`config.mk`:
```
export PLATFORM = sky130hd
export DESIGN_NAME = etx_arbiter
export DESIGN_NICKNAME = d
export VERILOG_FILES = /design/src/rtl/etx_arb_pkg.sv /design/src/rtl/oh_arbiter_rr.sv /design/src/rtl/etx_arbiter.sv
export SDC_FILE = /design/constraint.sdc
export NUM_CORES = 1
export LEC_CHECK = 0
export ABC_AREA = 1
export BUFFER_PORTS_ARGS = -buffer_cell sky130_fd_sc_hd__buf_2
export CORE_AREA = 2 2 165 167
export CTS_CLUSTER_SIZE = 14
export DETAILED_ROUTE_END_ITERATION = 12
export DIE_AREA = 0 0 167 169
export SYNTH_ARGS = -nofsm -noshare
export SYNTH_HDL_FRONTEND = slang
export SYNTH_HIERARCHICAL = 1
export SYNTH_SLANG_ARGS = --single-unit
export TNS_END_PERCENT = 30
```
`constraint.sdc`:
```
create_clock -name clk -period 10.2 [get_ports clk]
set_clock_uncertainty 0.05 [all_clocks]
set_input_delay 0.51 -clock clk [delete_from_list [all_inputs] [get_ports clk]]
set_output_delay 0.51 -clock clk [all_outputs]
set_load 0.03 [all_outputs]
```
`src/rtl/etx_arb_pkg.sv`:
```
// -----------------------------------------------------------------------------
// etx_arb_pkg
// Shared definitions for the elink TX arbiter:
//   - emesh packet field bit positions
//   - requester index constants (wr / rd / rr)
//   - arbiter FSM state encoding
//   - next_req(): round-robin successor of a requester index
// Build option used by etx_arbiter: ETX_ARB_FIXED_PRIO_EN.
// -----------------------------------------------------------------------------
package etx_arb_pkg;

  // emesh packet layout
  localparam int PKT_WRITE_BIT    = 0;
  localparam int PKT_DATAMODE_LSB = 1;
  localparam int PKT_DATAMODE_MSB = 2;
  localparam int PKT_CTRLMODE_LSB = 3;
  localparam int PKT_CTRLMODE_MSB = 7;
  localparam int PKT_DSTADDR_LSB  = 8;
  localparam int PKT_DSTADDR_MSB  = 39;
  localparam int PKT_DATA_LSB     = 40;
  localparam int PKT_DATA_MSB     = 71;
  localparam int PKT_SRCADDR_LSB  = 72;
  localparam int PKT_SRCADDR_MSB  = 103;

  // Requester indices; also the bit position in request/grant vectors
  localparam logic [1:0] REQ_WR = 2'd0;
  localparam logic [1:0] REQ_RD = 2'd1;
  localparam logic [1:0] REQ_RR = 2'd2;

  // Arbiter FSM states
  localparam logic ST_ARB  = 1'b0;
  localparam logic ST_LOCK = 1'b1;

  // Round-robin successor: wr -> rd -> rr -> wr
  function automatic logic [1:0] next_req(input logic [1:0] idx);
    case (idx)
      REQ_WR:  next_req = REQ_RD;
      REQ_RD:  next_req = REQ_RR;
      REQ_RR:  next_req = REQ_WR;
      default: next_req = REQ_WR;
    endcase
  endfunction

endpackage

```
`src/rtl/oh_arbiter_rr.sv`:
```
// -----------------------------------------------------------------------------
// oh_arbiter_rr
// 3-input round-robin arbiter with one-hot grant.
// Ports:
//   clk, reset  : clock, asynchronous active-high reset
//   i_req[2:0]  : requests (bit index = REQ_WR/REQ_RD/REQ_RR)
//   i_accept[2:0]: one-hot strobe of the requester actually accepted this
//                 cycle; only accepts move the pointer
//   o_grant[2:0]: combinational one-hot grant (0 when no request)
// -----------------------------------------------------------------------------
module oh_arbiter_rr
  import etx_arb_pkg::*;
(
  input  logic       clk,
  input  logic       reset,
  input  logic [2:0] i_req,
  input  logic [2:0] i_accept,
  output logic [2:0] o_grant
);

  // r_ptr holds the requester searched FIRST, i.e. the one after the last
  // accepted requester. Reset value wr makes wr the first candidate.
  logic [1:0] r_ptr;

  // Grant the first requester at or after the pointer
  always_comb begin
    o_grant = 3'b000;
    case (r_ptr)
      REQ_WR: begin
        if (i_req[0])      o_grant = 3'b001;
        else if (i_req[1]) o_grant = 3'b010;
        else if (i_req[2]) o_grant = 3'b100;
        else               o_grant = 3'b000;
      end
      REQ_RD: begin
        if (i_req[1])      o_grant = 3'b010;
        else if (i_req[2]) o_grant = 3'b100;
        else if (i_req[0]) o_grant = 3'b001;
        else               o_grant = 3'b000;
      end
      REQ_RR: begin
        if (i_req[2])      o_grant = 3'b100;
        else if (i_req[0]) o_grant = 3'b001;
        else if (i_req[1]) o_grant = 3'b010;
        else               o_grant = 3'b000;
      end
      default: o_grant = 3'b000;
    endcase
  end

  // Pointer moves past the accepted requester; holds otherwise
  always_ff @(posedge clk or posedge reset) begin
    if (reset) begin
      r_ptr <= REQ_WR;
    end else if (i_accept[0]) begin
      r_ptr <= next_req(REQ_WR);
    end else if (i_accept[1]) begin
      r_ptr <= next_req(REQ_RD);
    end else if (i_accept[2]) begin
      r_ptr <= next_req(REQ_RR);
    end else begin
      r_ptr <= r_ptr;
    end
  end

endmodule

```
`src/rtl/etx_arbiter.sv`:
```
// -----------------------------------------------------------------------------
// etx_arbiter
// Transmit arbiter sharing one emesh output between write (txwr), read
// request (txrd) and read response (txrr). Honors serializer stall
// (etx_wait) and remote pushback (etx_wr_wait blocks wr/rr, etx_rd_wait
// blocks rd). A bounded write-burst LOCK keeps consecutive writes together.
// Build option: ETX_ARB_FIXED_PRIO_EN -> fixed priority rr > rd > wr in ARB;
// an eligible rr also breaks a write burst.
// Parameters: PW (packet width), BURST_LEN (1..255, 1 disables LOCK).
// Ports:
//   clk, reset                : clock, asynchronous active-high reset
//   txwr/txrd/txrr_access     : request valid
//   txwr/txrd/txrr_packet     : request packet
//   txwr/txrd/txrr_wait       : combinational pushback (0 = accepted now)
//   etx_access, etx_packet    : registered output
//   etx_rr                    : registered, output came from txrr
//   etx_wait                  : serializer busy, hold output
//   etx_wr_wait, etx_rd_wait  : remote pushback
// -----------------------------------------------------------------------------
module etx_arbiter
  import etx_arb_pkg::*;
#(
  parameter int PW        = 104,
  parameter int BURST_LEN = 8
) (
  input  logic          clk,
  input  logic          reset,
  input  logic          txwr_access,
  input  logic [PW-1:0] txwr_packet,
  output logic          txwr_wait,
  input  logic          txrd_access,
  input  logic [PW-1:0] txrd_packet,
  output logic          txrd_wait,
  input  logic          txrr_access,
  input  logic [PW-1:0] txrr_packet,
  output logic          txrr_wait,
  output logic          etx_access,
  output logic [PW-1:0] etx_packet,
  input  logic          etx_wait,
  input  logic          etx_wr_wait,
  input  logic          etx_rd_wait,
  output logic          etx_rr
);

  localparam logic [7:0] LP_BURST_LEN = 8'(BURST_LEN);
  localparam logic       LP_LOCK_EN   = (BURST_LEN > 1);

  logic          r_state;
  logic [7:0]    r_count;
  logic          w_stall;
  logic [2:0]    w_elig;
  logic [2:0]    w_rr_grant;
  logic [2:0]    w_arb_grant;
  logic [2:0]    w_grant;
  logic [2:0]    w_accept;
  logic          w_lock_wr_ok;
  logic          w_next_state;
  logic [7:0]    w_next_count;
  logic [PW-1:0] w_pkt_mux;

  assign w_stall = etx_access & etx_wait;

  // Bit order matches REQ_WR/REQ_RD/REQ_RR
  assign w_elig = {txrr_access & ~etx_wr_wait,
                   txrd_access & ~etx_rd_wait,
                   txwr_access & ~etx_wr_wait};

  oh_arbiter_rr u_rr (
    .clk      (clk),
    .reset    (reset),
    .i_req    (w_elig),
    .i_accept (w_accept),
    .o_grant  (w_rr_grant)
  );

`ifdef ETX_ARB_FIXED_PRIO_EN
  // Fixed priority rr > rd > wr replaces the round-robin result
  always_comb begin
    if (w_elig[2])      w_arb_grant = 3'b100;
    else if (w_elig[1]) w_arb_grant = 3'b010;
    else if (w_elig[0]) w_arb_grant = 3'b001;
    else                w_arb_grant = 3'b000;
  end
  // A waiting rr ends the burst so it is never starved
  assign w_lock_wr_ok = w_elig[0] & ~w_elig[2];
`else
  assign w_arb_grant  = w_rr_grant;
  assign w_lock_wr_ok = w_elig[0];
`endif

  // Grant selection and burst-lock next state
  always_comb begin
    w_grant      = 3'b000;
    w_next_state = r_state;
    w_next_count = r_count;
    case (r_state)
      ST_ARB: begin
        w_grant = w_arb_grant;
        if (w_accept[0] && LP_LOCK_EN) begin
          w_next_state = ST_LOCK;
          w_next_count = 8'd1;
        end else begin
          w_next_state = ST_ARB;
          w_next_count = r_count;
        end
      end
      ST_LOCK: begin
        w_grant = {2'b00, w_lock_wr_ok};
        if (w_stall) begin
          w_next_state = ST_LOCK;
          w_next_count = r_count;
        end else if (w_accept[0] && (r_count + 8'd1 != LP_BURST_LEN)) begin
          w_next_state = ST_LOCK;
          w_next_count = r_count + 8'd1;
        end else begin
          // Burst full, writer idle, or remote pushback: back to ARB.
          // The last wr accept already left the pointer on rd.
          w_next_state = ST_ARB;
          w_next_count = 8'd0;
        end
      end
      default: begin
        w_grant      = 3'b000;
        w_next_state = ST_ARB;
        w_next_count = 8'd0;
      end
    endcase
  end

  assign w_accept = w_grant & {3{~w_stall}};

  // Pushback is held high throughout reset
  assign txwr_wait = reset | ~w_accept[0];
  assign txrd_wait = reset | ~w_accept[1];
  assign txrr_wait = reset | ~w_accept[2];

  // Accepted packet select
  always_comb begin
    if (w_accept[2])      w_pkt_mux = txrr_packet;
    else if (w_accept[1]) w_pkt_mux = txrd_packet;
    else                  w_pkt_mux = txwr_packet;
  end

  // Burst-lock FSM state and count
  always_ff @(posedge clk or posedge reset) begin
    if (reset) begin
      r_state <= ST_ARB;
      r_count <= 8'd0;
    end else begin
      r_state <= w_next_state;
      r_count <= w_next_count;
    end
  end

  // Output register; frozen while the serializer stalls
  always_ff @(posedge clk or posedge reset) begin
    if (reset) begin
      etx_access <= 1'b0;
      etx_packet <= '0;
      etx_rr     <= 1'b0;
    end else if (!w_stall) begin
      etx_access <= |w_accept;
      etx_rr     <= w_accept[2];
      if (|w_accept) begin
        etx_packet <= w_pkt_mux;
      end
    end
  end

endmodule

```
# --- After elaboration in Yosys (flattened, before gate mapping) ---
# Cells that the tools add are included.
totals:
  register_bits: 117
  input_bits: 320
classes:
  n_addsub: 1
  n_eq_ne: 5
  muxes: 24
  n_bitwise: 15
  reduce_logical: 6
ops:
  columns: ["cell", "n"]
  rows:
  - ["$mux W104", 2]
  - ["$mux W8", 3]
  - ["$mux W3", 7]
  - ["$pmux W8 S2", 1]
  - ["$pmux W3 S3", 1]
  - ["$add A8 B1 Y8 const B", 1]
  - ["$mux W2", 4]
  - ["$ne A8 B4 Y1 const B", 1]
  - ["$not A1 Y1", 7]
  - ["$pmux W3 S2", 1]
  - ["$and A1 B1 Y1", 4]
  - ["$mux W1", 4]
  - ["$ne A2 B2 Y1 const B", 2]
  - ["$reduce_and A2 Y1", 2]
  - ["$and A3 B3 Y3", 1]
  - ["$or A1 B1 Y1", 3]
  - ["$reduce_bool A3 Y1", 1]
  - ["$reduce_or A3 Y1", 1]
  - ["$eq A2 B1 Y1 const B", 1]
  - ["$eq A2 B2 Y1 const B", 1]
  - ["$logic_not A2 Y1", 1]
  - ["$pmux W1 S2", 1]
  - ["$logic_and A1 B1 Y1", 1]

# --- Logic depth before layout (Yosys ltp) ---
# Gate-level depths: netlist of run 1.
depth:
  depth_word: 12
  mapped_depth: 15

# --- Modules after synthesis ---
# Netlist of run 1, hierarchy kept.
modules_own_cells:
  columns: ["module", "n_inst", "cells_each", "area_each_um2", "seq_area_each_um2"]
  rows:
  - ["etx_arbiter", 1, 903, 6477.5, 2877.8]
  - ["oh_arbiter_rr", 1, 25, 150.1, 50.0]

# --- Worst setup path after synthesis of run 1 ---
# Ideal clock, no wire load.
synth_timing:
  kind: "input -> output"
  start: "input reset"
  end: "output txrd_wait"
  arrival_time_ps: 3724
  required_ps: 9640
  slack_ps: 5916
  path_stages: 2
  path_cell_list: "inv_1 -> nand2_1"
synth_between:
  elab_chain_len: 1
synth_rtl:
  columns: ["element", "line_no", "source"]
  rows:
  - ["start: declaration", "etx_arbiter.sv:27", "input logic reset,"]
  - ["$or A1 B1 Y1", "etx_arbiter.sv:134", "assign txrd_wait = reset | ~w_accept[1];"]
  - ["end: declaration", "etx_arbiter.sv:33", "output logic txrd_wait,"]
# Every way passes these cells.

# --- Worst setup path after layout of run 1 ---
layout_timing:
  start: "register u_rr.r_ptr[0]"
  end: "output txrd_wait"
layout_between:
  elab_chain_len: 6
  word_cells_on_any_way: 8
  classes_between: "2 x eq/ne; 2 x mux; 3 x bitwise; 1 x reduce/logical"
layout_rtl:
  columns: ["element", "line_no", "source"]
  rows:
  - ["start: declaration", "oh_arbiter_rr.sv:23", "logic [1:0] r_ptr;"]
  - ["start signal: assignment", "oh_arbiter_rr.sv:56", "r_ptr <= next_req(REQ_WR);"]
  - ["start signal: assignment", "oh_arbiter_rr.sv:58", "r_ptr <= next_req(REQ_RD);"]
  - ["start signal: assignment", "oh_arbiter_rr.sv:60", "r_ptr <= next_req(REQ_RR);"]
  - ["$eq A2 B2 Y1 (tied with other cells)", "oh_arbiter_rr.sv:28", "case (r_ptr)"]
  - ["$pmux W3 S3 (*)", "oh_arbiter_rr.sv:28", null]
  - ["via w_arb_grant[1]", "etx_arbiter.sv:53", "logic [2:0] w_arb_grant;"]
  - ["$pmux W3 S2 (*)", "etx_arbiter.sv:96", "case (r_state)"]
  - ["$and A3 B3 Y3 (*)", "etx_arbiter.sv:130", "assign w_accept = w_grant & {3{~w_stall}};"]
  - ["$not A1 Y1 (*)", "etx_arbiter.sv:134", null]
  - ["$or A1 B1 Y1 (*)", "etx_arbiter.sv:134", null]
# The timed path passes the listed nets; every way through them passes the cells marked *.

==> results of run 1 <==
worst max-delay path, stage by stage, from the launching register on:
cell	delay, ns
sky130_fd_sc_hd__dfrtp_1	0.42
sky130_fd_sc_hd__o21ai_1	0.18
sky130_fd_sc_hd__inv_1	0.06
sky130_fd_sc_hd__nor2_1	0.17
sky130_fd_sc_hd__nand3_4	0.50
sky130_fd_sc_hd__inv_4	0.18
sky130_fd_sc_hd__buf_4	0.82
sky130_fd_sc_hd__nand2_1	0.08
sky130_fd_sc_hd__buf_2	0.22
kinds of logic after synthesis:
kind of cell / Yosys count / synth area share [%]
AOI/OAI and AO/OA: 226 / 17.42
adders and majority gates: 2 / 0.3775
buffers and inverters: 98 / 8.155
DFF: 117 / 44.18
and+or+nand+nor: 485 / 29.87
cell type report:
type / instances / area (um^2) / area share [%]
Multi-Input combinational cell: 713 / 3179 / 33.82
Sequential cell: 117 / 2928 / 31.14
Inverter: 30 / 122.6 / 1.304
Clock buffer: 20 / 466.7 / 4.964
Clock inverter: 9 / 81.33 / 0.8651
Timing Repair Buffer: 435 / 2197 / 23.37
Tap cell: 341 / 426.7 / 4.538
final timing paths:
check | start | cells after the start | endpoint | slack [ns]
min | txrr_packet[65] | 3 | etx_packet[65] | 0.34
max | u_rr/r_ptr[0] | 8 | txrd_wait | 6.46
min reg2reg | etx_packet[21] | 2 | etx_packet[21] | 0.43
max in group asynchronous | reset | 4 | etx_packet[56] | 8.06
min in group asynchronous | reset | 3 | u_rr/r_ptr[0] | 0.49
max reg2reg | u_rr/r_ptr[0] | 9 | etx_packet[58] | 7.00
repair_timing:
action,CTS,global route
endpoints found under the setup margin,0,0
hold buffers,1,0
endpoints found under the hold margin,2,0
routing by layer:
metal / wire length [um] / vias to the layer above
met2: 11410 / 302
li1: - / 3834
met1: 9332 / 3269
met3: 1682 / 11
met5: 0 / -
met4: 192 / 0
sequential cells by signal (all words and copies together) (netlist names):
name        flops
etx_packet    104
r_count         8
u_rr/r_ptr      2
etx_access      1
etx_rr          1
r_state         1
per-stage QoR:
stage	power [uW]	area, um^2
CTS	2816	9402
global placement	2210	8843
global route	2996	9402
floorplan	1859	6628
finish	2764	9402
detailed placement	2238	8843
placed cells by master (no fill, tap or decap):
cell,Yosys,layout
sky130_fd_sc_hd__a21oi_2,1,1
sky130_fd_sc_hd__nand2_1,353,353
sky130_fd_sc_hd__inv_4,0,2
sky130_fd_sc_hd__o21ai_0,144,144
sky130_fd_sc_hd__nand2_2,2,2
sky130_fd_sc_hd__and2_1,1,1
sky130_fd_sc_hd__clkinv_4,0,1
sky130_fd_sc_hd__dlygate4sd3_1,0,1
sky130_fd_sc_hd__o21ai_4,1,1
sky130_fd_sc_hd__o21bai_1,2,2
sky130_fd_sc_hd__clkbuf_16,0,17
sky130_fd_sc_hd__clkinv_2,0,4
sky130_fd_sc_hd__inv_1,25,24
sky130_fd_sc_hd__inv_6,0,1
sky130_fd_sc_hd__bufinv_16,0,1
sky130_fd_sc_hd__clkbuf_8,0,3
sky130_fd_sc_hd__inv_2,5,3
sky130_fd_sc_hd__nand4_1,1,1
sky130_fd_sc_hd__o21ai_2,1,1
sky130_fd_sc_hd__o21ai_1,74,74
sky130_fd_sc_hd__ha_1,2,2
sky130_fd_sc_hd__buf_2,26,428
sky130_fd_sc_hd__nor2_1,13,13
sky130_fd_sc_hd__nand3_1,114,113
sky130_fd_sc_hd__clkinvlp_4,0,3
sky130_fd_sc_hd__dfrtp_1,117,117
sky130_fd_sc_hd__buf_4,6,6
sky130_fd_sc_hd__a21oi_1,3,3
sky130_fd_sc_hd__nand3_4,0,2
where the power goes:
part	total, uW	internal, uW	switching [uW]
Combinational	1390	405	989
Sequential	812	689	123
Clock	558	348	209
Total	2760	1440	1320
==> summary.json, run 1 <==
{
  "post_synth_main_area_contributors": {"value": "sky130_fd_sc_hd__dfrtp_1 44%, sky130_fd_sc_hd__nand2_1 20%, sky130_fd_sc_hd__o21ai_0 11%"},
  "synth.distinct_cells": {"value": 25},
  "cts_inserted_buffers": {"value": 17},
  "timing.fmax": {"value": 267.1, "unit": "MHz"},
  "floorplan.initialDensity": {"value": 25.01, "unit": "%"},
  "top_flip_flop_cell_by_instance_count_after_synthesis": {"value": "sky130_fd_sc_hd__dfrtp_1"},
  "cts_htree_levels": {"value": 4},
  "run_status": {"value": "finished, final reports clean"},
  "number_of_antenna_violations_at_the_first_check_in_global_routing": {"value": 0},
  "postCtsSetupBuffers": {"value": 0},
  "syn-mean-instance-area": {"value": 7.142, "unit": "um^2"},
  "final_layout_size_suffix_gt1_share": {"value": 35.95, "unit": "%"},
  "synth_top_area_share": {"value": 44.18, "unit": "%"},
  "synthMostInstantiatedCell": {"value": "sky130_fd_sc_hd__nand2_1"},
  "row_count": {"value": 60},
  "startpoint_type": {"value": "flip-flop"},
  "crit_path_end_kind": {"value": "output pin"},
  "synthesis.instances": {"value": 928},
  "number_of_global_route_vias_before_repair": {"value": 6947},
  "dpl.cell_count": {"value": 1635},
  "pin_count_of_the_biggest_net_entering_global_routing": {"value": 111},
  "global_route.usage.met2": {"value": 27.75, "unit": "%"},
  "diodes": {"value": 0},
  "yosys_register_bits": {"value": 117},
  "unrepaired_setup_endpoints_after_global_routing": {"value": "false"},
  "chipWidth": {"value": 167, "unit": "um"},
  "final.min_clock_period": {"value": 3.745, "unit": "ns"},
  "number_of_nets_in_the_final_layout": {"value": 1636},
  "drt.antenna.violating_nets": {"value": 0},
  "routed_wire_length_per_instance": {"value": 13.59, "unit": "um"},
  "final_hold_violations": {"value": 0},
  "fillCellCount": {"value": 2898},
  "grt.busiest_layer": {"value": "met2"},
  "timing.critical_path.fanout_max": {"value": 105},
  "min_period_over_period": {"value": 36.71, "unit": "%"},
  "yosysWarningCount": {"value": 6},
  "critPathKind": {"value": "reg2out"},
  "report.final.setup_viol": {"value": 0},
  "cts.repair.resized": {"value": 0},
  "seq_area_frac_synth": {"value": 44.18, "unit": "%"},
  "fp.dieArea": {"value": 28220, "unit": "um^2"},
  "timing_max_transition_violations_final": {"value": 0},
  "cts_tree": {"value": "yes"},
  "power_density_over_cell_area": {"value": 294.0, "unit": "nW/um^2"},
  "final-instance-count-excl-fill": {"value": 1665},
  "relSlewSlack": {"value": 26.83, "unit": "%"},
  "hold_path.class": {"value": "in2reg"},
  "gp_congestion": {"value": 0.8055},
  "drt_pass1_iterations": {"value": 4},
  "area.growth.synth_to_final": {"value": 41.85, "unit": "%"},
  "io_pins": {"value": 429},
  "detailroute.via_count": {"value": 7416},
  "dieHeight": {"value": 169, "unit": "um"},
  "clk_transition_reported_paths": {"value": 0.06, "unit": "ns"},
  "drc": {"value": 0},
  "via_per_inst": {"value": 4.454},
  "dpl_worst_slack": {"value": 6.463, "unit": "ns"},
  "cp_data_arrival_time": {"value": 3.18, "unit": "ns"},
  "cts_root_buffer": {"value": "sky130_fd_sc_hd__clkbuf_16"},
  "count_of_maximum_capacitance_violations": {"value": 0},
  "yosys.area.top_type": {"value": "sky130_fd_sc_hd__dfrtp_1"},
  "grt_overflow_total": {"value": 0},
  "final_util": {"value": 35.48, "unit": "%"},
  "power_leakage": {"value": 0.005080, "unit": "uW"},
  "timing.final.ws_setup": {"value": 6.455, "unit": "ns"},
  "async_flop_share": {"value": 100.0, "unit": "%"},
  "worst_hold_slack": {"value": 0.3386, "unit": "ns"},
  "drt_wl_total": {"value": 22620, "unit": "um"},
  "cts-root-to-sink-buffers": {"value": 2},
  "postSynthNetCount": {"value": 1250},
  "edff_count_synth": {"value": 0},
  "syn-cell-area": {"value": 6628, "unit": "um^2"},
  "port-buffer-count": {"value": 428},
  "met1_usage": {"value": 18.84, "unit": "%"},
  "required_time_reported_for_the_critical_path_endpoint": {"value": 9.64, "unit": "ns"},
  "first_pass_grt_wire_length": {"value": 35510, "unit": "um"},
  "setup-tns-final": {"value": 0, "unit": "ns"},
  "clock_sink_count": {"value": 117},
  "timing_worst_slew_pin_value": {"value": 1.098, "unit": "ns"},
  "first_iter_violations": {"value": 380},
  "track_usage": {"value": 15.64, "unit": "%"},
  "core": {"value": 26500, "unit": "um^2"},
  "max-vdd-ir-drop": {"value": 0.1254, "unit": "mV"},
  "met3_usage": {"value": 4.559, "unit": "%"},
  "synth.top_cells.by_count": {"value": "353 x sky130_fd_sc_hd__nand2_1, 144 x sky130_fd_sc_hd__o21ai_0, 117 x sky130_fd_sc_hd__dfrtp_1, 114 x sky130_fd_sc_hd__nand3_1, 74 x sky130_fd_sc_hd__o21ai_1"},
  "place_hpwl": {"value": 16840, "unit": "um"},
  "worst_skew_pair.late_latency": {"value": 0.40, "unit": "ns"}
}
Note: power is estimated with default switching activity, not from simulation.
==> run 2, diff against run 1 <==
Clock period 10.2 ns to 3.83 ns, I/O delays scaled along.
==> run 2 against run 1 <==
Net effect:
- hold slack got worse by 0.32 ns
- sequential cell count did not move
- critical path type unchanged
- sequential share of layout area decreased by 0.59 points
- critical path depth did not move
- utilization rose by 0.68 points
- power grew to 2.8 times the previous value
- sequential power grew to 2.7 times the previous value
- via count is 2.5% higher
- register-to-register slack lost 5.8 ns
- clock-buffer cell count rose by 1
- highest routed layer is now met5
- die area stayed put
==> summary.json, run 2 (synthesis gave the netlist of run 1 again) <==
{
  "post-layout-total-power": {"value": 7659, "unit": "uW", "change": "+180%"},
  "comb_power_share": {"value": 50.0, "unit": "%", "change": "-0.4 points"},
  "final-seq-area": {"value": 2928, "unit": "um^2", "change": "unchanged"},
  "final_hold_violations": {"value": 0, "change": "unchanged"},
  "report.final.setup_viol": {"value": 0, "change": "unchanged"},
  "drc": {"value": 0, "change": "unchanged"},
  "final.min_clock_period": {"value": 2.903, "unit": "ns"},
  "cts_tree": {"value": "yes"},
  "r2r_cells": {"value": 10, "change": "+1"},
  "required_time_reported_for_the_critical_path_endpoint": {"value": 3.59, "unit": "ns", "change": "-6.05 ns"},
  "gp_congestion": {"value": 0.8101, "change": "+0.57%"},
  "p_switching": {"value": 3607, "unit": "uW", "change": "+170%"},
  "crit_path_end_kind": {"value": "output pin"},
  "place_hpwl": {"value": 18180, "unit": "um", "change": "+8.0%"},
  "clock_sink_count": {"value": 117, "change": "unchanged"},
  "start_point_of_the_critical_path": {"value": "u_rr/r_ptr[0]"},
  "cts-root-to-sink-buffers": {"value": 2, "change": "unchanged"},
  "fillCellCount": {"value": 2858, "change": "-1.4%"},
  "floorplan.initialDensity": {"value": 25.01, "unit": "%", "change": "unchanged"},
  "cts_inserted_buffers": {"value": 17, "change": "unchanged"},
  "final_layout_size_suffix_gt1_share": {"value": 36.28, "unit": "%", "change": "+0.33 points"},
  "routed_wire_length_per_instance": {"value": 14.42, "unit": "um", "change": "+6.1%"},
  "worst_skew_pair.late_latency": {"value": 0.41, "unit": "ns", "change": "about the same"},
  "timing.critical_path.fanout_max": {"value": 51, "change": "-51%"},
  "power.internal": {"value": 4051, "unit": "uW", "change": "+180%"},
  "max-vdd-ir-drop": {"value": 0.3687, "unit": "mV", "change": "+190%"},
  "grt_overflow_total": {"value": 0, "change": "unchanged"},
  "drt_wl_total": {"value": 24160, "unit": "um", "change": "+6.8%"},
  "detailroute.via_count": {"value": 7600, "change": "+2.5%"},
  "relSlewSlack": {"value": 50.03, "unit": "%", "change": "+23 points"},
  "port-buffer-count": {"value": 428, "change": "unchanged"},
  "rr_endpoint": {"value": "etx_packet[84]"},
  "number_of_nets_in_the_final_layout": {"value": 1643, "change": "+0.43%"},
  "unrepaired_setup_endpoints_after_global_routing": {"value": "false"},
  "first_iter_violations": {"value": 373, "change": "-1.8%"},
  "power_density_over_cell_area": {"value": 799.2, "unit": "nW/um^2", "change": "+170%"},
  "first_pass_grt_wire_length": {"value": 37280, "unit": "um", "change": "+5.0%"},
  "cts_root_buffer": {"value": "sky130_fd_sc_hd__clkbuf_16"},
  "timing_max_transition_violations_final": {"value": 0, "change": "unchanged"},
  "cts-hold-fix-buffers": {"value": 1, "change": "unchanged"},
  "cp_data_arrival_time": {"value": 2.66, "unit": "ns", "change": "-0.52 ns"},
  "area_of_the_multi_input_gates": {"value": 3179, "unit": "um^2", "change": "unchanged"},
  "clockPowerShare": {"value": 21.7, "unit": "%", "change": "+1.5 points"},
  "startpoint_type": {"value": "flip-flop"},
  "drt.antenna.violating_nets": {"value": 0, "change": "unchanged"},
  "final_util": {"value": 36.16, "unit": "%", "change": "+0.68 points"},
  "netSwitchingFraction": {"value": 47.10, "unit": "%", "change": "-0.71 points"},
  "via_per_inst": {"value": 4.535, "change": "+1.8%"},
  "drt_pass1_iterations": {"value": 5, "change": "+1"},
  "dpl-instance-area": {"value": 8959, "unit": "um^2", "change": "+1.3%"},
  "total_non_filler_cell_area_in_the_finished_layout": {"value": 9583, "unit": "um^2", "change": "+1.9%"},
  "critPathKind": {"value": "reg2out"},
  "pin_count_of_the_biggest_net_entering_global_routing": {"value": 154, "change": "+39%"},
  "power_leakage": {"value": 0.005157, "unit": "uW", "change": "+1.5%"},
  "hold_path.class": {"value": "in2reg"},
  "seq_power_share": {"value": 28.2, "unit": "%", "change": "-1.2 points"},
  "number_of_global_route_vias_before_repair": {"value": 7239, "change": "+4.2%"},
  "largest_registers": {"value": "etx_packet x104, r_count x8, u_rr/r_ptr x2"},
  "track_usage": {"value": 16.63, "unit": "%", "change": "+0.99 points"},
  "most_frequent_standard_cell_in_the_layout_excluding_fill_and_tap_cells": {"value": "sky130_fd_sc_hd__buf_2"},
  "min_period_over_period": {"value": 75.79, "unit": "%"},
  "number_of_antenna_violations_at_the_first_check_in_global_routing": {"value": 2, "change": "+2"},
  "io_pins": {"value": 429, "change": "unchanged"},
  "postCtsSetupBuffers": {"value": 0, "change": "unchanged"},
  "chipWidth": {"value": 167, "unit": "um", "change": "unchanged"},
  "setup-tns-final": {"value": 0, "unit": "ns", "change": "unchanged"},
  "cts.repair.resized": {"value": 0, "change": "unchanged"},
  "regToRegStartpoint": {"value": "u_rr/r_ptr[0]"},
  "row_count": {"value": 60, "change": "unchanged"},
  "max_flop_register": {"value": "etx_packet"},
  "dieHeight": {"value": 169, "unit": "um", "change": "unchanged"},
  "area.growth.synth_to_final": {"value": 44.59, "unit": "%"},
  "reg2reg_slack": {"value": 1.18, "unit": "ns", "change": "-5.82 ns"},
  "largest_reg_flops": {"value": 104, "change": "unchanged"},
  "timing_worst_slew_pin_value": {"value": 0.7496, "unit": "ns", "change": "-0.3480 ns"},
  "core": {"value": 26500, "unit": "um^2", "change": "unchanged"},
  "count_of_maximum_capacitance_violations": {"value": 0, "change": "unchanged"},
  "crit_end": {"value": "txrd_wait"},
  "cts_htree_levels": {"value": 4, "change": "unchanged"},
  "clk_transition_reported_paths": {"value": 0.06, "unit": "ns", "change": "about the same"},
  "fp.dieArea": {"value": 28220, "unit": "um^2", "change": "unchanged"},
  "layout.cells.most_common_list": {"value": "428 x sky130_fd_sc_hd__buf_2, 353 x sky130_fd_sc_hd__nand2_1, 144 x sky130_fd_sc_hd__o21ai_0, 117 x sky130_fd_sc_hd__dfrtp_1, 113 x sky130_fd_sc_hd__nand3_1"},
  "timing.fmax": {"value": 344.5, "unit": "MHz"},
  "run_status": {"value": "finished, final reports clean"}
}
## run 2: power groups by stage
stage | combinational [uW] | sequential (uW) | clock, uW
2_1_floorplan | 1720 | 3230 | 0
3_3_place_gp | 3850 | 2160 | 0
3_5_place_dp | 3890 | 2170 | 0
4_1_cts | 3890 | 2160 | 1730
5_1_grt | 4250 | 2240 | 1780
6_report | 3830 | 2160 | 1660
## run 2: final cells by class
| type | instances | area share [%] |
|---|---|---|
| Multi-Input combinational cell | 713 | 33.18 |
| Sequential cell | 117 | 30.55 |
| Timing Repair Buffer | 442 | 24.13 |
| Clock buffer | 21 | 4.805 |
| Tap cell | 341 | 4.452 |
| Clock inverter | 11 | 1.580 |
| Inverter | 30 | 1.280 |
| Antenna cell | 1 | 0.02611 |
## run 2: critical path, cell delays in order (launching register included)
cell                      delay, ns
sky130_fd_sc_hd__dfrtp_1       0.41
sky130_fd_sc_hd__o21ai_1       0.21
sky130_fd_sc_hd__inv_1         0.06
sky130_fd_sc_hd__nor2_1        0.18
sky130_fd_sc_hd__nand3_4       0.37
sky130_fd_sc_hd__inv_4         0.44
sky130_fd_sc_hd__buf_12        0.30
sky130_fd_sc_hd__nand2_1       0.07
sky130_fd_sc_hd__buf_2         0.20
## run 2: how the worst min path moves through the flow
stage,cells past startpoint,end,from,slack (ns)
2_1_floorplan,1,u_rr/r_ptr[0],reset,-0.12
3_3_place_gp,2,u_rr/r_ptr[1],reset,0.03
3_5_place_dp,2,u_rr/r_ptr[1],reset,0.03
4_1_cts,3,etx_packet[52],txrr_packet[52],0.001
5_1_grt,3,etx_packet[52],txrr_packet[52],0.0001
6_report,3,etx_packet[52],txrr_packet[52],0.02
## run 2: layer usage
| metal | track usage (%) | routed length, um | vias to the layer above |
|---|---|---|---|
| met3 | 4.816 | 1860 | 34 |
| met1 | 19.49 | 9828 | 3409 |
| met5 | 0 | 13 | - |
| met4 | 5.997 | 626 | 2 |
| met2 | 28.97 | 11830 | 309 |
| li1 | - | - | 3846 |
## run 2: per-stage QoR
| step | hold slack [ns] | setup slack, ns | std cells |
|---|---|---|---|
| final | 0.02356 | 0.9272 | 1676 |
| after global routing | 0.0001492 | 0.7001 | 1675 |
| after CTS | 0.001427 | 0.8386 | 1675 |
| after detailed placement | 0.03209 | 1.120 | 1642 |
| after global placement | 0.03088 | 1.241 | 1642 |
| after floorplan | -0.1173 | 0.1834 | 928 |
==> run 3, diff against run 2 <==
Settings changed: CORE_AREA 2 2 165 167 to 2 2 169 171, DIE_AREA 0 0 167 169 to 0 0 171 173.
Clock period 3.83 ns to 2.5 ns, I/O delays scaled along.
==> run 3 against run 2 <==
Net effect:
- hold slack worse by 0.014 ns
- combinational power rose by 61%
- utilization rose by 2.4 points
- final cell count grew 8.4%
- first-iteration DRC count shrank 21%
- non-clock buffer count up 103
- highest routed layer is now met4
- setup slack worse by 0.63 ns
- sequential power up 53%
==> summary.json, run 3 (synthesis gave the netlist of run 1 again) <==
{
  "hold_path_startpoint": {"value": "txrr_packet[64]"},
  "cts_root_buffer": {"value": "sky130_fd_sc_hd__clkbuf_16"},
  "gp_congestion": {"value": 0.8304, "change": "+2.5%"},
  "fillCellCount": {"value": 2853, "change": "-0.17%"},
  "max-vdd-ir-drop": {"value": 0.4530, "unit": "mV", "change": "+23%"},
  "clk_transition_reported_paths": {"value": 0.06, "unit": "ns", "change": "about the same"},
  "detailroute.via_count": {"value": 8019, "change": "+5.5%"},
  "run_status": {"value": "finished, final reports clean"},
  "io_pins": {"value": 429, "change": "unchanged"},
  "timing_max_transition_violations_final": {"value": 0, "change": "unchanged"},
  "layout.cells.most_common_list": {"value": "428 x sky130_fd_sc_hd__buf_2, 353 x sky130_fd_sc_hd__nand2_1, 144 x sky130_fd_sc_hd__o21ai_0, 117 x sky130_fd_sc_hd__dfrtp_1, 113 x sky130_fd_sc_hd__nand3_1"},
  "final.min_clock_period": {"value": 2.203, "unit": "ns"},
  "crit_path_end_kind": {"value": "output pin"},
  "final_hold_violations": {"value": 0, "change": "unchanged"},
  "count_of_maximum_capacitance_violations": {"value": 0, "change": "unchanged"},
  "first_pass_grt_wire_length": {"value": 38450, "unit": "um", "change": "+3.1%"},
  "pin_count_of_the_biggest_net_entering_global_routing": {"value": 108, "change": "-30%"},
  "fp.dieArea": {"value": 29580, "unit": "um^2", "change": "+4.8%"},
  "start_point_of_the_critical_path": {"value": "u_rr/r_ptr[0]"},
  "min_period_over_period": {"value": 88.12, "unit": "%"},
  "drc": {"value": 0, "change": "unchanged"},
  "row_count": {"value": 61, "change": "+1.7%"},
  "drt_pass1_iterations": {"value": 4, "change": "-1"},
  "grt_overflow_total": {"value": 0, "change": "unchanged"},
  "most_frequent_standard_cell_in_the_layout_excluding_fill_and_tap_cells": {"value": "sky130_fd_sc_hd__buf_2"},
  "track_usage": {"value": 16.19, "unit": "%", "change": "-0.44 points"},
  "first_iter_violations": {"value": 293, "change": "-21%"},
  "worst_skew_pair.late_latency": {"value": 0.40, "unit": "ns", "change": "about the same"},
  "number_of_antenna_violations_at_the_first_check_in_global_routing": {"value": 1, "change": "-1"},
  "power_density_over_cell_area": {"value": 1124, "unit": "nW/um^2", "change": "+41%"},
  "unrepaired_setup_endpoints_after_global_routing": {"value": "false"},
  "largest_registers": {"value": "etx_packet x104, r_count x8, u_rr/r_ptr x2"},
  "power_leakage": {"value": 0.005601, "unit": "uW", "change": "+8.6%"},
  "dieHeight": {"value": 173, "unit": "um", "change": "+2.4%"},
  "cp_data_arrival_time": {"value": 2.03, "unit": "ns", "change": "-0.63 ns"},
  "cts_inserted_buffers": {"value": 17, "change": "unchanged"},
  "core": {"value": 27630, "unit": "um^2", "change": "+4.3%"},
  "drt.antenna.violating_nets": {"value": 0, "change": "unchanged"},
  "hold_path.class": {"value": "in2reg"},
  "critPathKind": {"value": "reg2out"},
  "relSlewSlack": {"value": 52.70, "unit": "%", "change": "+2.7 points"},
  "cts_tree": {"value": "yes"},
  "final_util": {"value": 38.58, "unit": "%", "change": "+2.4 points"},
  "chipWidth": {"value": 171, "unit": "um", "change": "+2.4%"},
  "worst_hold_slack": {"value": 0.009801, "unit": "ns", "change": "-0.01376 ns"},
  "area.growth.synth_to_final": {"value": 60.85, "unit": "%"},
  "regToRegStartpoint": {"value": "u_rr/r_ptr[0]"},
  "floorplan.initialDensity": {"value": 23.99, "unit": "%", "change": "-1.0 points"},
  "timing.fmax": {"value": 453.9, "unit": "MHz"},
  "startpoint_type": {"value": "flip-flop"},
  "max_flop_register": {"value": "etx_packet"},
  "number_of_nets_in_the_final_layout": {"value": 1746, "change": "+6.3%"},
  "largest_reg_flops": {"value": 104, "change": "unchanged"},
  "final_layout_size_suffix_gt1_share": {"value": 34.66, "unit": "%", "change": "-1.6 points"},
  "cts_htree_levels": {"value": 4, "change": "unchanged"},
  "routed_wire_length_per_instance": {"value": 13.81, "unit": "um", "change": "-4.2%"},
  "required_time_reported_for_the_critical_path_endpoint": {"value": 2.33, "unit": "ns", "change": "-1.26 ns"},
  "number_of_global_route_vias_before_repair": {"value": 7864, "change": "+8.6%"},
  "drt_wl_total": {"value": 25080, "unit": "um", "change": "+3.8%"},
  "timing.critical_path.fanout_max": {"value": 49, "change": "-3.9%"},
  "place_hpwl": {"value": 18400, "unit": "um", "change": "+1.2%"},
  "timing_worst_slew_pin_value": {"value": 0.7095, "unit": "ns", "change": "-0.04007 ns"},
  "report.final.setup_viol": {"value": 0, "change": "unchanged"},
  "cts-root-to-sink-buffers": {"value": 2, "change": "unchanged"},
  "clock_sink_count": {"value": 117, "change": "unchanged"},
  "via_per_inst": {"value": 4.416, "change": "-2.6%"},
  "port-buffer-count": {"value": 428, "change": "unchanged"}
}
run 3: repair_timing:
| item | 4_1_cts | 5_1_grt |
|---|---|---|
| setup endpoints to repair | 0 | 1 |
| resized for setup | 0 | 1 |
| endpoints found under the hold margin | 208 | 0 |
| setup buffers | 0 | 0 |
| hold buffers | 92 | 0 |
run 3: path summary, 6_finish.rpt:
kind / to / depth (start not counted) / slack [ns]
max in group asynchronous: etx_packet[66] / 4 / 1.64
worst min register to register: etx_rr / 2 / 0.43
worst max register to register: etx_packet[37] / 12 / 0.46
min in group asynchronous: u_rr/r_ptr[1] / 3 / 0.11
worst max-delay path: txrd_wait / 8 / 0.30
worst min-delay path: etx_packet[64] / 3 / 0.01
run 3: metrics by stage:
| step | TNS [ns] | cells | setup WS, ns | instance area, um^2 | total power, uW |
|---|---|---|---|---|---|
| after floorplan | -0.3827 | 928 | -0.1276 | 6631 | 7587 |
| after global placement | 0 | 1691 | 0.4415 | 9133 | 9351 |
| after detailed placement | 0 | 1691 | 0.4138 | 9133 | 9467 |
| after CTS | 0 | 1815 | 0.1168 | 10650 | 12170 |
| after global routing | 0 | 1815 | 0.1101 | 10660 | 12910 |
| final | 0 | 1816 | 0.2970 | 10660 | 11990 |
run 3: cell type report:
type	count	area (um^2)	area share, %
clock buffers	19	452.9	4.249
flip-flops and latches	117	2928	27.46
clock inverters	13	147.6	1.385
repair buffers	545	3354	31.47
well taps	378	473.0	4.437
inverters	30	122.6	1.150
diodes	1	2.502	0.02347
multi-input cells	713	3179	29.82
run 3: metal layers:
metal  share of wire (%)  GRT usage [%]
met5                   0              0
met1                  43          19.08
met2                  49          29.03
met3                 7.1          3.937
met4                 1.5          4.414
run 3: report_power, final:
part	internal, uW	total [uW]	leakage [uW]	switching [uW]
registers	2810	3310	0.00145	504
clock network	1540	2500	0.000283	968
logic	2020	6170	0.00387	4150
run 3: critical path, stage by stage (launching register included):
cell and delay, ns:
sky130_fd_sc_hd__dfrtp_1 0.41, sky130_fd_sc_hd__o21ai_1 0.18, sky130_fd_sc_hd__inv_1 0.05, sky130_fd_sc_hd__nor2_1 0.17, sky130_fd_sc_hd__nand3_4 0.11, sky130_fd_sc_hd__clkinv_2 0.09
sky130_fd_sc_hd__buf_6 0.33, sky130_fd_sc_hd__nand2_1 0.09, sky130_fd_sc_hd__buf_2 0.18
